`config.mk`:
```
export PLATFORM = sky130hd
export DESIGN_NAME = cfu_initiator
export DESIGN_NICKNAME = d
export VERILOG_FILES = /design/src/rtl/cfu_initiator.sv
export SDC_FILE = /design/constraint.sdc
export NUM_CORES = 1
export LEC_CHECK = 0
export CAP_MARGIN = 30
export CORE_MARGIN = 2
export CORE_UTILIZATION = 60
export CTS_BUF_LIST = sky130_fd_sc_hd__clkbuf_2 sky130_fd_sc_hd__clkbuf_4 sky130_fd_sc_hd__clkbuf_8
export DETAILED_ROUTE_END_ITERATION = 10
export DONT_BUFFER_PORTS = 1
export GPL_ROUTABILITY_DRIVEN = 0
export PLACE_DENSITY = 0.76
export RECOVER_POWER = 50
export SETUP_SLACK_MARGIN = 0.1
export SLEW_MARGIN = 20
export SYNTH_ARGS = -nofsm -noshare
export SYNTH_HDL_FRONTEND = slang
export SYNTH_SLANG_ARGS = --single-unit
```
`constraint.sdc`:
```
create_clock -name clk -period 6.2 [get_ports clk]
set_input_delay 1.55 -clock clk [delete_from_list [all_inputs] [get_ports clk]]
set_output_delay 1.55 -clock clk [all_outputs]
set_load 0.05 [all_outputs]
```
`src/rtl/cfu_initiator.sv`:
```
// Host-side initiator for a CFU command/response port: one operation in flight.
// Optional watchdog compiled in with `define CFU_INITIATOR_TIMEOUT_EN.
module cfu_initiator #(
  parameter int unsigned TIMEOUT_CYCLES = 256
) (
  input  logic        clk,
  input  logic        reset,
  input  logic        req_valid,
  output logic        req_ready,
  input  logic [2:0]  req_function_id,
  input  logic [31:0] req_inputs_0,
  input  logic [31:0] req_inputs_1,
  output logic        res_valid,
  input  logic        res_ready,
  output logic [31:0] res_data,
  output logic        res_ok,
  output logic        res_timeout,
  output logic        cmd_valid,
  input  logic        cmd_ready,
  output logic [2:0]  cmd_payload_function_id,
  output logic [31:0] cmd_payload_inputs_0,
  output logic [31:0] cmd_payload_inputs_1,
  input  logic        rsp_valid,
  output logic        rsp_ready,
  input  logic        rsp_payload_response_ok,
  input  logic [31:0] rsp_payload_outputs_0,
  output logic        busy
);

  if (TIMEOUT_CYCLES < 2 || TIMEOUT_CYCLES > 65535) begin : g_param_check
    $error("cfu_initiator: TIMEOUT_CYCLES out of range 2..65535");
  end

  typedef enum logic [1:0] {S_IDLE, S_CMD, S_RSP, S_DONE} state_t;

  state_t      r_state, w_state_nxt;
  logic [2:0]  r_fid;
  logic [31:0] r_in0, r_in1, r_res_data;
  logic        r_res_ok;
  logic        w_accept, w_capture, w_expire;

  assign w_accept  = (r_state == S_IDLE) && req_valid;
  // A response only counts once the command itself has been handshaken.
  assign w_capture = ((r_state == S_CMD) && cmd_ready && rsp_valid) ||
                     ((r_state == S_RSP) && rsp_valid);

`ifdef CFU_INITIATOR_TIMEOUT_EN
  logic [15:0] r_cnt;
  logic        r_res_timeout;

  // Counter equals cycles spent since CMD entry; expiring at N-1 puts DONE exactly N cycles later.
  assign w_expire = ((r_state == S_CMD) || (r_state == S_RSP)) &&
                    (r_cnt == 16'(TIMEOUT_CYCLES - 1));

  always_ff @(posedge clk or posedge reset) begin
    if (reset) begin
      r_cnt         <= '0;
      r_res_timeout <= 1'b0;
    end else begin
      if (w_accept)
        r_cnt <= '0;
      else if ((r_state == S_CMD) || (r_state == S_RSP))
        r_cnt <= r_cnt + 16'd1;
      if (w_capture)
        r_res_timeout <= 1'b0;
      else if (w_expire)
        r_res_timeout <= 1'b1;
    end
  end

  assign res_timeout = r_res_timeout;
`else
  assign w_expire    = 1'b0;
  assign res_timeout = 1'b0;
`endif

  always_comb begin
    w_state_nxt = r_state;
    case (r_state)
      S_IDLE: if (req_valid) w_state_nxt = S_CMD;
      S_CMD: begin
        if (w_capture)      w_state_nxt = S_DONE;
        else if (w_expire)  w_state_nxt = S_DONE;
        else if (cmd_ready) w_state_nxt = S_RSP;
      end
      S_RSP:  if (w_capture || w_expire) w_state_nxt = S_DONE;
      S_DONE: if (res_ready) w_state_nxt = S_IDLE;
      default: w_state_nxt = S_IDLE;
    endcase
  end

  always_ff @(posedge clk or posedge reset) begin
    if (reset) begin
      r_state    <= S_IDLE;
      r_fid      <= '0;
      r_in0      <= '0;
      r_in1      <= '0;
      r_res_data <= '0;
      r_res_ok   <= 1'b0;
    end else begin
      r_state <= w_state_nxt;
      if (w_accept) begin
        r_fid <= req_function_id;
        r_in0 <= req_inputs_0;
        r_in1 <= req_inputs_1;
      end
      if (w_capture) begin
        r_res_data <= rsp_payload_outputs_0;
        r_res_ok   <= rsp_payload_response_ok;
      end else if (w_expire) begin
        r_res_data <= '0;
        r_res_ok   <= 1'b0;
      end
    end
  end

  assign req_ready               = (r_state == S_IDLE);
  assign busy                    = (r_state != S_IDLE);
  assign cmd_valid               = (r_state == S_CMD);
  assign rsp_ready               = (r_state == S_CMD) || (r_state == S_RSP);
  assign res_valid               = (r_state == S_DONE);
  assign res_data                = r_res_data;
  assign res_ok                  = r_res_ok;
  assign cmd_payload_function_id = r_fid;
  assign cmd_payload_inputs_0    = r_in0;
  assign cmd_payload_inputs_1    = r_in1;

endmodule

```
==> flow_metrics.tcl <==
set metrics [dict create \
    final_core_util_pct 62.84 \
    netlist_area_sq_mm 0.004213 \
    nets 352 \
    core_sq_mm 0.006794 \
    numClockSinks 102 \
    cts_root_buffer "clkbuf_8" \
    cts_buffers 9 \
    crit_type "in2reg" \
    routedWlPerCell_um 22.64 \
    finClkSkew_ps 12.05 \
    grt_usage_pct 19.94 \
    synth_top_cell_by_area "dfrtp_1" \
    drv_slew 90 \
    finalCriticalPeriod_ps 4559 \
    design.die.area_sq_mm 0.007708 \
    hp-class "reg2reg" \
    r2r_start "r_state[0]" \
    postRouteAntennaNets 0 \
    holdCritStartpoint "r_state[1]" \
    rsz0062_at_grt "no" \
    via_per_inst 5.542 \
    drive_above_1_share_pct 34.15 \
    clk_pin_slew_ps 90 \
    drv_cap 2 \
    grt_overflow 0 \
    grt_pass1_wl_um 11270 \
    ioPinCount 212 \
    dieWidth_um 87.80 \
    cp-start-kind "input port" \
    syn_area_per_cell_sq_um 17.63 \
    tightest_slew_ps 2860 \
    rows 30 \
    via_count 1901 \
    fin_tns_setup_ps 0 \
    worstSetupStartpoint "req_valid" \
    syn_inst 239 \
    cts_setup_buffers 0 \
    timing.rr.end "cmd_payload_inputs_0[22]" \
    drt_iter0_drc 35 \
    cts-resized-gates 0 \
    initial_core_util_pct 62.01 \
    ys_types 23 \
    timing.final.crit_share_pct 73.53 \
    cp-end-kind "flop" \
    dr.pass1.iters 4 \
    outcome "finished with violations" \
    area_growth_pct 1.336 \
    antenna_found_initial 1 \
    cts.path.max_buffers 2 \
    grt_max_degree 68 \
    cp_data_required_time_ps 6430 \
    routed_wl_um 7766 \
    grt_pass1_vias 2053 \
    fmax_ghz 0.2193 \
    drc 0 \
    dieHeight_um 87.80 \
    fin_cells 343 \
    r2r_cells 5 \
    setup_viol 0 \
    ys.warnings.count 0 \
    hpwl_um 5756 \
    numPortBuffers 0 \
    max_slew_margin_pct -90.68 \
    arrival_ps 4790 \
    dpl.cell_count 325 \
    tritoncts "done" \
    holdPathEnd "r_state[1]" \
    synth-seq-area-share_pct 60.59 \
    synth_area_leaders "dfrtp_1, mux2_4, mux2_2, ha_1, buf_6" \
    worst_slack_ps 1641 \
    syn_nets 350 \
    dp_worst_setup_slack_ps 3097 \
    holdPathStages 1 \
    final_hold_viol_count 0 \
    crit_fanout 45 \
    clock_latency_ps 350 \
    synth_top_area_share_pct 60.59 \
    ys_ff_latch 102 \
    cts_hold_buffers 0 \
    rrSetupSlack_ps 1780 \
    violations "capacitance limit, slew limit" \
    cts_max_level 3 \
]
[layout by cell type, fill, tap and decap left out, types with 3 or more instances in the layout]
cell type / instances
clkbuf_4: 3
clkbuf_8: 9
dfrtp_1: 102
ha_1: 5
inv_1: 4
mux2_1: 37
mux2_2: 40
mux2_4: 24
[worst max-delay path, stage by stage]
cell,delay (ps)
nand2_1,650
clkbuf_1,2090
mux2_2,470
[cells by family after synthesis]
logic type	after synthesis	share of synthesized area, %
DFF	102	60.59
buffers and inverters	16	3.118
other	1	0.08901
and+or+nand+nor	10	1.574
muxes	101	32.34
adders and majority gates	5	1.485
AOI/OAI and AO/OA	4	0.8021
[flip-flops by register name, indices dropped and copies added (netlist names)]
signal / count
cmd_payload_function_id: 3
cmd_payload_inputs_0: 32
res_data: 32
cmd_payload_inputs_1: 32
r_state: 2
res_ok: 1
[per-layer routing]
metal  up-vias  global-route usage (%)  share of wire [%]
met5         -                       0                  0
met3         6                   9.991                 12
met1       946                   21.55                 35
met2       118                   34.09                 52
met4         0                   6.713               0.98
li1        831                       -                  -
[final cells by class]
type / count / area [sq um]
Clock inverter: 4 / 32.53
Clock buffer: 12 / 146.4
Tap cell: 96 / 120.1
Sequential cell: 102 / 2552
Fill cell: 515 / 2525
Timing Repair Buffer: 2 / 8.758
Antenna cell: 1 / 2.502
Multi-Input combinational cell: 121 / 1386
Inverter: 5 / 20.02
[through the flow]
stage          cell area [sq um]  hold slack [ps]
6_report                    4269            581.2
5_1_grt                     4269            605.1
3_5_place_dp                4238            564.6
2_1_floorplan               4213            533.7
4_1_cts                     4417            587.0
3_3_place_gp                4238            549.3
[synth_stat cells]
cell type / count
buf_6: 4
mux2_1: 1
nor4_1: 1
nand2b_1: 2
nand2_1: 1
nor2_1: 1
nor2b_2: 1
nor3b_1: 1
a21o_2: 1
conb_1: 1
a2111oi_0: 1
nor2b_1: 2
dfrtp_1: 102
mux2_2: 40
nand2_4: 1
buf_2: 3
o2bb2ai_1: 1
buf_4: 1
buf_8: 3
a211oi_1: 1
mux2_4: 60
ha_1: 5
inv_1: 5
[how the worst max path moves through the flow]
stage / to / slack, ps / depth (start not counted)
after global routing: cmd_payload_inputs_0[24] / 1400 / 3
after detailed placement: busy / 3100 / 3
after floorplan: cmd_payload_function_id[0] / 1970 / 1
after global placement: busy / 3170 / 3
final: cmd_payload_inputs_0[22] / 1640 / 3
after CTS: busy / 2700 / 3
Power is not shown: default switching activity piles up to over one toggle a cycle in this logic, so the estimate is an artifact.
